`config.mk`:
```
export PLATFORM = sky130hd
export DESIGN_NAME = cache_ctrl_flat
export DESIGN_NICKNAME = d
export VERILOG_FILES = /design/src/rtl/cache_ctrl_if.sv /design/src/rtl/cache_ctrl.sv /design/src/flat_wrapper.sv
export SDC_FILE = /design/constraint.sdc
export NUM_CORES = 1
export LEC_CHECK = 0
export ABC_CLOCK_PERIOD_IN_PS = 2700
export CAP_MARGIN = 10
export CORE_ASPECT_RATIO = 0.8
export CORE_MARGIN = 2
export CORE_UTILIZATION = 41
export DETAILED_ROUTE_END_ITERATION = 6
export GPL_TIMING_DRIVEN = 1
export PLACE_DENSITY_LB_ADDON = 0.15
export SYNTH_ARGS = -nofsm -noshare
export SYNTH_HDL_FRONTEND = slang
export SYNTH_SLANG_ARGS = --single-unit
```
`constraint.sdc`:
```
create_clock -name clock -period 2.7 [get_ports clock]
set_clock_uncertainty 0.1 [all_clocks]
set_input_delay 0.405 -clock clock [delete_from_list [all_inputs] [get_ports clock]]
set_output_delay 0.405 -clock clock [all_outputs]
set_load 0.05 [all_outputs]
```
`src/rtl/cache_ctrl_if.sv`:
```
// CPU, cache-array, data-memory and flush signals of the cache sequencer.
// slave: the controller side; master: the CPU/array/memory environment side.
interface cache_ctrl_if #(
  parameter int unsigned ADDR_W = 6,
  parameter int unsigned DATA_W = 32
);
  logic              cpu_req;
  logic              cpu_we;
  logic [ADDR_W-1:0] cpu_addr;
  logic [DATA_W-1:0] cpu_wdata;
  logic [DATA_W-1:0] cpu_rdata;
  logic              cpu_ready;
  logic              busy;
  logic [1:0]        ca_idx;
  logic [1:0]        ca_off;
  logic              ca_we;
  logic [DATA_W-1:0] ca_wdata;
  logic [DATA_W-1:0] ca_rdata;
  logic              mem_req;
  logic              mem_we;
  logic [ADDR_W-1:0] mem_addr;
  logic [DATA_W-1:0] mem_wdata;
  logic [DATA_W-1:0] mem_rdata;
  logic              mem_ack;
  logic              flush_req;
  logic              flush_done;

  modport slave (
    input  cpu_req, cpu_we, cpu_addr, cpu_wdata, ca_rdata, mem_rdata, mem_ack, flush_req,
    output cpu_rdata, cpu_ready, busy, ca_idx, ca_off, ca_we, ca_wdata,
           mem_req, mem_we, mem_addr, mem_wdata, flush_done
  );

  modport master (
    output cpu_req, cpu_we, cpu_addr, cpu_wdata, ca_rdata, mem_rdata, mem_ack, flush_req,
    input  cpu_rdata, cpu_ready, busy, ca_idx, ca_off, ca_we, ca_wdata,
           mem_req, mem_we, mem_addr, mem_wdata, flush_done
  );
endinterface

```
`src/rtl/cache_ctrl.sv`:
```
// Direct-mapped write-back cache sequencer (4 lines x 4 words): hit service, writeback, refill.
// Define CACHE_FLUSH_EN to build the FLUSH state that writes back every dirty line.
module cache_ctrl #(
  parameter int unsigned ADDR_W = 6,
  parameter int unsigned DATA_W = 32
) (
  input logic         clock,
  input logic         reset_n,
  cache_ctrl_if.slave bus
);
  localparam int unsigned TAG_W = ADDR_W - 4;
  localparam int unsigned LINES = 4;

  localparam logic [2:0] S_IDLE      = 3'd0;
  localparam logic [2:0] S_LOOKUP    = 3'd1;
  localparam logic [2:0] S_WRITEBACK = 3'd2;
  localparam logic [2:0] S_REFILL    = 3'd3;
`ifdef CACHE_FLUSH_EN
  localparam logic [2:0] S_FLUSH     = 3'd4;
`endif

  logic [2:0]                  r_state, w_state_nxt;
  logic [1:0]                  r_cnt, w_cnt_nxt;
  logic                        r_we;
  logic [ADDR_W-1:0]           r_addr;
  logic [DATA_W-1:0]           r_wdata;
  logic                        r_cpu_ready, w_cpu_ready_nxt;
  logic [DATA_W-1:0]           r_cpu_rdata, w_cpu_rdata_nxt;
  logic [LINES-1:0]            r_valid, r_dirty;
  logic [LINES-1:0][TAG_W-1:0] r_tag;

  logic              w_latch, w_set_dirty, w_clr_dirty, w_fill, w_hit;
  logic [1:0]        w_idx;
  logic [TAG_W-1:0]  w_tag_req;
  logic [1:0]        w_ca_off;
  logic              w_ca_we;
  logic [DATA_W-1:0] w_ca_wdata;
  logic              w_mem_req, w_mem_we;
  logic [ADDR_W-1:0] w_mem_addr;
  logic [DATA_W-1:0] w_mem_wdata;

`ifdef CACHE_FLUSH_EN
  logic       r_flushing, w_flushing_nxt;
  logic [1:0] r_fidx, w_fidx_nxt;
  logic       r_flush_done, w_flush_done_nxt;
  assign w_idx = r_flushing ? r_fidx : r_addr[3:2];
`else
  logic w_unused_flush;
  assign w_unused_flush = bus.flush_req;
  assign w_idx          = r_addr[3:2];
`endif

  assign w_tag_req = r_addr[ADDR_W-1:4];
  assign w_hit     = r_valid[w_idx] && (r_tag[w_idx] == w_tag_req);

  // Next-state and combinational array/memory controls
  always_comb begin
    w_state_nxt     = r_state;
    w_cnt_nxt       = r_cnt;
    w_cpu_ready_nxt = 1'b0;
    w_cpu_rdata_nxt = r_cpu_rdata;
    w_latch         = 1'b0;
    w_set_dirty     = 1'b0;
    w_clr_dirty     = 1'b0;
    w_fill          = 1'b0;
    w_ca_off        = r_addr[1:0];
    w_ca_we         = 1'b0;
    w_ca_wdata      = r_wdata;
    w_mem_req       = 1'b0;
    w_mem_we        = 1'b0;
    w_mem_addr      = '0;
    w_mem_wdata     = '0;
`ifdef CACHE_FLUSH_EN
    w_flushing_nxt   = r_flushing;
    w_fidx_nxt       = r_fidx;
    w_flush_done_nxt = 1'b0;
`endif
    case (r_state)
      S_IDLE: begin
`ifdef CACHE_FLUSH_EN
        if (bus.flush_req) begin
          w_state_nxt    = S_FLUSH;
          w_flushing_nxt = 1'b1;
          w_fidx_nxt     = 2'd0;
        end else if (bus.cpu_req) begin
          w_latch     = 1'b1;
          w_state_nxt = S_LOOKUP;
        end
`else
        if (bus.cpu_req) begin
          w_latch     = 1'b1;
          w_state_nxt = S_LOOKUP;
        end
`endif
      end
      S_LOOKUP: begin
        if (w_hit) begin
          w_cpu_ready_nxt = 1'b1;
          w_state_nxt     = S_IDLE;
          if (r_we) begin
            w_ca_we     = 1'b1;
            w_set_dirty = 1'b1;
          end else begin
            w_cpu_rdata_nxt = bus.ca_rdata;
          end
        end else begin
          w_cnt_nxt   = 2'd0;
          w_state_nxt = (r_valid[w_idx] && r_dirty[w_idx]) ? S_WRITEBACK : S_REFILL;
        end
      end
      S_WRITEBACK: begin
        w_ca_off    = r_cnt;
        w_mem_req   = 1'b1;
        w_mem_we    = 1'b1;
        w_mem_addr  = {r_tag[w_idx], w_idx, r_cnt};
        w_mem_wdata = bus.ca_rdata;
        if (bus.mem_ack) begin
          w_cnt_nxt = r_cnt + 2'd1;
          if (r_cnt == 2'd3) begin
`ifdef CACHE_FLUSH_EN
            if (r_flushing) begin
              w_clr_dirty = 1'b1;
              w_state_nxt = S_FLUSH;
            end else begin
              w_state_nxt = S_REFILL;
            end
`else
            w_state_nxt = S_REFILL;
`endif
          end
        end
      end
      S_REFILL: begin
        w_ca_off   = r_cnt;
        w_mem_req  = 1'b1;
        w_mem_addr = {w_tag_req, w_idx, r_cnt};
        if (bus.mem_ack) begin
          w_ca_we    = 1'b1;
          w_ca_wdata = bus.mem_rdata;
          w_cnt_nxt  = r_cnt + 2'd1;
          if (r_cnt == 2'd3) begin
            w_fill      = 1'b1;
            w_state_nxt = S_LOOKUP;
          end
        end
      end
`ifdef CACHE_FLUSH_EN
      // A written-back line comes back here clean, so the walk then advances
      S_FLUSH: begin
        if (r_valid[r_fidx] && r_dirty[r_fidx]) begin
          w_cnt_nxt   = 2'd0;
          w_state_nxt = S_WRITEBACK;
        end else if (r_fidx == 2'd3) begin
          w_flush_done_nxt = 1'b1;
          w_flushing_nxt   = 1'b0;
          w_state_nxt      = S_IDLE;
        end else begin
          w_fidx_nxt = r_fidx + 2'd1;
        end
      end
`endif
      default: w_state_nxt = S_IDLE;
    endcase
  end

  always_ff @(posedge clock or negedge reset_n) begin
    if (!reset_n) r_state <= S_IDLE;
    else          r_state <= w_state_nxt;
  end

  // Request latch, word counter, CPU response and line bookkeeping
  always_ff @(posedge clock or negedge reset_n) begin
    if (!reset_n) begin
      r_cnt       <= '0;
      r_we        <= 1'b0;
      r_addr      <= '0;
      r_wdata     <= '0;
      r_cpu_ready <= 1'b0;
      r_cpu_rdata <= '0;
      r_valid     <= '0;
      r_dirty     <= '0;
      r_tag       <= '0;
    end else begin
      r_cnt       <= w_cnt_nxt;
      r_cpu_ready <= w_cpu_ready_nxt;
      r_cpu_rdata <= w_cpu_rdata_nxt;
      if (w_latch) begin
        r_we    <= bus.cpu_we;
        r_addr  <= bus.cpu_addr;
        r_wdata <= bus.cpu_wdata;
      end
      if (w_set_dirty) r_dirty[w_idx] <= 1'b1;
      if (w_clr_dirty) r_dirty[w_idx] <= 1'b0;
      if (w_fill) begin
        r_tag[w_idx]   <= w_tag_req;
        r_valid[w_idx] <= 1'b1;
        r_dirty[w_idx] <= 1'b0;
      end
    end
  end

`ifdef CACHE_FLUSH_EN
  always_ff @(posedge clock or negedge reset_n) begin
    if (!reset_n) begin
      r_flushing   <= 1'b0;
      r_fidx       <= '0;
      r_flush_done <= 1'b0;
    end else begin
      r_flushing   <= w_flushing_nxt;
      r_fidx       <= w_fidx_nxt;
      r_flush_done <= w_flush_done_nxt;
    end
  end
  assign bus.flush_done = r_flush_done;
`else
  assign bus.flush_done = 1'b0;
`endif

  assign bus.cpu_ready = r_cpu_ready;
  assign bus.cpu_rdata = r_cpu_rdata;
  assign bus.busy      = (r_state != S_IDLE);
  assign bus.ca_idx    = w_idx;
  assign bus.ca_off    = w_ca_off;
  assign bus.ca_we     = w_ca_we;
  assign bus.ca_wdata  = w_ca_wdata;
  assign bus.mem_req   = w_mem_req;
  assign bus.mem_we    = w_mem_we;
  assign bus.mem_addr  = w_mem_addr;
  assign bus.mem_wdata = w_mem_wdata;
endmodule
```
`src/flat_wrapper.sv`:
```
// flat-port wrapper written by rule: the top's interface ports become plain ports
module cache_ctrl_flat 
#(
  parameter int unsigned ADDR_W = 6,
  parameter int unsigned DATA_W = 32
)
  (clock, reset_n, bus_cpu_req, bus_cpu_we, bus_cpu_addr, bus_cpu_wdata, bus_ca_rdata, bus_mem_rdata, bus_mem_ack, bus_flush_req, bus_cpu_rdata, bus_cpu_ready, bus_busy, bus_ca_idx, bus_ca_off, bus_ca_we, bus_ca_wdata, bus_mem_req, bus_mem_we, bus_mem_addr, bus_mem_wdata, bus_flush_done);
  cache_ctrl_if #(.ADDR_W(ADDR_W), .DATA_W(DATA_W)) bus_i ();
  input logic clock;
  input logic reset_n;
  input wire logic [$bits(bus_i.cpu_req)-1:0] bus_cpu_req;
  input wire logic [$bits(bus_i.cpu_we)-1:0] bus_cpu_we;
  input wire logic [$bits(bus_i.cpu_addr)-1:0] bus_cpu_addr;
  input wire logic [$bits(bus_i.cpu_wdata)-1:0] bus_cpu_wdata;
  input wire logic [$bits(bus_i.ca_rdata)-1:0] bus_ca_rdata;
  input wire logic [$bits(bus_i.mem_rdata)-1:0] bus_mem_rdata;
  input wire logic [$bits(bus_i.mem_ack)-1:0] bus_mem_ack;
  input wire logic [$bits(bus_i.flush_req)-1:0] bus_flush_req;
  output wire logic [$bits(bus_i.cpu_rdata)-1:0] bus_cpu_rdata;
  output wire logic [$bits(bus_i.cpu_ready)-1:0] bus_cpu_ready;
  output wire logic [$bits(bus_i.busy)-1:0] bus_busy;
  output wire logic [$bits(bus_i.ca_idx)-1:0] bus_ca_idx;
  output wire logic [$bits(bus_i.ca_off)-1:0] bus_ca_off;
  output wire logic [$bits(bus_i.ca_we)-1:0] bus_ca_we;
  output wire logic [$bits(bus_i.ca_wdata)-1:0] bus_ca_wdata;
  output wire logic [$bits(bus_i.mem_req)-1:0] bus_mem_req;
  output wire logic [$bits(bus_i.mem_we)-1:0] bus_mem_we;
  output wire logic [$bits(bus_i.mem_addr)-1:0] bus_mem_addr;
  output wire logic [$bits(bus_i.mem_wdata)-1:0] bus_mem_wdata;
  output wire logic [$bits(bus_i.flush_done)-1:0] bus_flush_done;
  assign bus_i.cpu_req = bus_cpu_req;
  assign bus_i.cpu_we = bus_cpu_we;
  assign bus_i.cpu_addr = bus_cpu_addr;
  assign bus_i.cpu_wdata = bus_cpu_wdata;
  assign bus_i.ca_rdata = bus_ca_rdata;
  assign bus_i.mem_rdata = bus_mem_rdata;
  assign bus_i.mem_ack = bus_mem_ack;
  assign bus_i.flush_req = bus_flush_req;
  assign bus_cpu_rdata = bus_i.cpu_rdata;
  assign bus_cpu_ready = bus_i.cpu_ready;
  assign bus_busy = bus_i.busy;
  assign bus_ca_idx = bus_i.ca_idx;
  assign bus_ca_off = bus_i.ca_off;
  assign bus_ca_we = bus_i.ca_we;
  assign bus_ca_wdata = bus_i.ca_wdata;
  assign bus_mem_req = bus_i.mem_req;
  assign bus_mem_we = bus_i.mem_we;
  assign bus_mem_addr = bus_i.mem_addr;
  assign bus_mem_wdata = bus_i.mem_wdata;
  assign bus_flush_done = bus_i.flush_done;
  cache_ctrl #(.ADDR_W(ADDR_W), .DATA_W(DATA_W)) u_core (.clock(clock), .reset_n(reset_n), .bus(bus_i));
endmodule
```
==> run metrics <==
number of storage elements in the synthesis netlist 92; Max Slew Vio Count 0; nature of the critical path endpoint output port; slowest cell on the critical path dfrtp_4; crit-path max cell delay approximately 550 ps; category of the critical setup timing path register to output port; instance area at placement approximately 7000 µm²; drt first pass iters 4; asr flop ratio synth 100%; area added between synthesis and finish 65.7%; number of library cell types mapped by synthesis 45; Hold Violations, Final 0; power per cell area about 1400 nW/µm²; RSZ-0062 raised after global routing no; crit path cell chain mux2i_2, xor2_1, nand3_2, nand2_1, a21bo_2, buf_12; share of synthesized area occupied by flip-flops and latches around half; wire length of the first global-routing pass approximately 19000 µm; final weighted congestion in routability-driven placement roughly 0.81; Max-slew headroom between 50% and 60%; overall die area 11700 µm²; CTS H-tree lvls 3; part of the cycle the worst path needs a little over nine tenths; class of the tightest hold or removal check input port to async pin; critical path fanouts, max 18; cell area after synthesis approximately 4500 µm²; Pwr Total between 10 and 15 mW; clock latency at the later pin of the worst-skew pair 330 ps; number of buffers created by CTS 9; routed vias about 3500; height of the chip between 90 and 100 µm; number of I/O pins 220; Max VDD drop around 0.96 mV; root buffer cell clkbuf_16; crit-path leading delay family flip-flops; number of nets in the final layout roughly 660; final standard cell count with taps included and fillers excluded 702; clk buf depth 2; die width roughly 120 µm; initial standard-cell utilization of the core approximately two fifths; proportion of layout cells with a drive suffix above 1 38.9%; worst slack at placement 203 ps; global-route total usage across every layer around 21%; most area-hungry cell type in the Yosys netlist dfrtp_1; CTS tree done; area fraction of the dominant cell type after synthesis just over 50%; Ys Warns 0; gate count after technology mapping ~340; largest net degree at the start of global routing 51; synthesized area divided by synthesized cell count around 13 µm²; antenna violations before repair 0; Worst setup SP type register; Finished Core Util between 60% and 70%; Post-Route Setup TNS 0 ps; leading post-synthesis cells by instance count 107 x mux2_2, 92 x dfrtp_1, 38 x and2_1; Post-Place Cells around 690; count of buffer and inverter cells on the critical path 1; Overflow after GRT 0; clk slew on worst S/H paths about 60 ps; DRC Markers 0; number of DRC violations after detailed-routing iteration 0 just under 200; Setup WS post-layout 102 ps; antenna diode instance count 0; number of core rows 34; vias per std cell approximately 5; Post-Route WL between 10000 and 15000 µm; number of setup violations in the final report 0; Port Buffer Count 217; Core Area between 10000 and 15000 µm²; Arrival @ worst endpoint about 2100 ps; worst hold-check slack between 2 and 3 ps; detailed placement HPWL 8880 µm; final worst path period need between 2000 and 3000 ps; Post-CTS Setup Inserts 0; highest attainable clock frequency approximately 0.38 GHz; post-synthesis net count 451; number of synthesized flops with an enable pin 0; most common flop cell mapped by yosys dfrtp_1; outcome completed; final instance area about 7400 µm²; detail-routed net length per standard cell about 17 µm; leakage power summed over all cells roughly 3.2 nW; Worst-Margin Slew ~650 ps; number of nets with antenna violations after routing 0; most common cell in the netlist mux2_2; required arrival time at the worst endpoint roughly 2200 ps; max_cap viols 0; number of sinks driven by the clock tree a little over 90; cells taking the most area after synthesis dfrtp_1 52%, mux2_2 27%, and2_1 5.3%, mux2_1 1.8%, nand2_1 1.1%; number of global-route vias before repair around 3700
==> cell type report <==
| cell class | instances | area [µm²] |
|---|---|---|
| clock inverters | 1 | 30.0 |
| multi-input cells | 221 | 2020 |
| well taps | 144 | 180 |
| fillers | 802 | 3340 |
| flip-flops and latches | 92 | 2310 |
| repair buffers | 226 | 2560 |
| clock buffers | 14 | 274 |
| inverters | 4 | 15.0 |
==> state kept, by name, indices dropped and copies added (netlist names), named ones only <==
name / count
u_core.bus.cpu_rdata: 32
u_core.bus.cpu_ready: 1
u_core.r_addr: 6
u_core.r_cnt: 2
u_core.r_state: 2
u_core.r_tag: 8
u_core.r_valid: 4
u_core.r_wdata: 32
u_core.r_we: 1
==> layer usage <==
layer / GRT usage, % / wire (µm) / vias to the layer above
met3: 7.51 / 791 / 13
met1: 24.1 / 4520 / 1709
li1: - / - / 1609
met4: 5.19 / 178 / 0
met2: 35.5 / 6120 / 120
met5: 0 / 0 / -
==> cells in the final DEF (no fill, tap or decap), types with 2 or more instances in the layout <==
cell type	n
clkbuf_1	2
mux2i_2	2
nor3b_1	2
mux2_1	7
buf_12	39
xnor2_1	2
nand3_1	2
mux2_2	107
nand2_1	13
clkdlybuf4s50_1	146
buf_4	39
nand3_2	2
xor2_1	4
or2_2	6
inv_1	4
clkbuf_8	3
o21ai_0	4
nor2_1	3
dfrtp_1	91
dlymetal6s2s_1	2
a21oi_1	2
and2_1	38
clkbuf_16	9
==> report_power, final <==
group / internal, mW / total, mW / switching [mW]
clock network: 0.789 / 1.27 / 0.480
logic: 2.67 / 6.50 / 3.83
registers: 2.01 / 2.50 / 0.493
total: 5.46 / 10.3 / 4.80
==> what timing repair did <==
| action | CTS | global route |
|---|---|---|
| setup endpoints to repair | 1 | 3 |
| hold buffers | 0 | 0 |
| pin swaps | 0 | 1 |
| resized for setup | 1 | 6 |
==> cell families (layout without fill, tap and decap cells) <==
kind of cell / after synthesis / count (layout) / share of synthesized area, %
xor+xnor: 6 / 6 / 1.18
simple gates: 76 / 76 / 10.1
compound gates: 20 / 20 / 3.43
buf+inv: 29 / 245 / 3.57
other cells: 1 / 1 / 0.0841
flops: 92 / 92 / 51.7
fa+ha+maj: 1 / 1 / 0.281
mux: 117 / 117 / 29.8
==> final timing paths <==
check / start / endpoint / slack, ps / cells after the start
worst max-delay path: u_core.r_addr[3] / bus_ca_we / 100 / 6
worst min-delay path: reset_n / u_core.bus.cpu_rdata[19] / 3 / 1
worst max register to register: u_core.r_addr[3] / u_core.bus.cpu_rdata[21] / 390 / 6
worst min register to register: u_core.r_valid[0] / u_core.r_valid[0] / 360 / 1
max in group asynchronous: reset_n / u_core.r_addr[3] / 1810 / 2
min in group clock: u_core.r_valid[0] / u_core.r_valid[0] / 360 / 1
(Power assumes the default switching activity.)
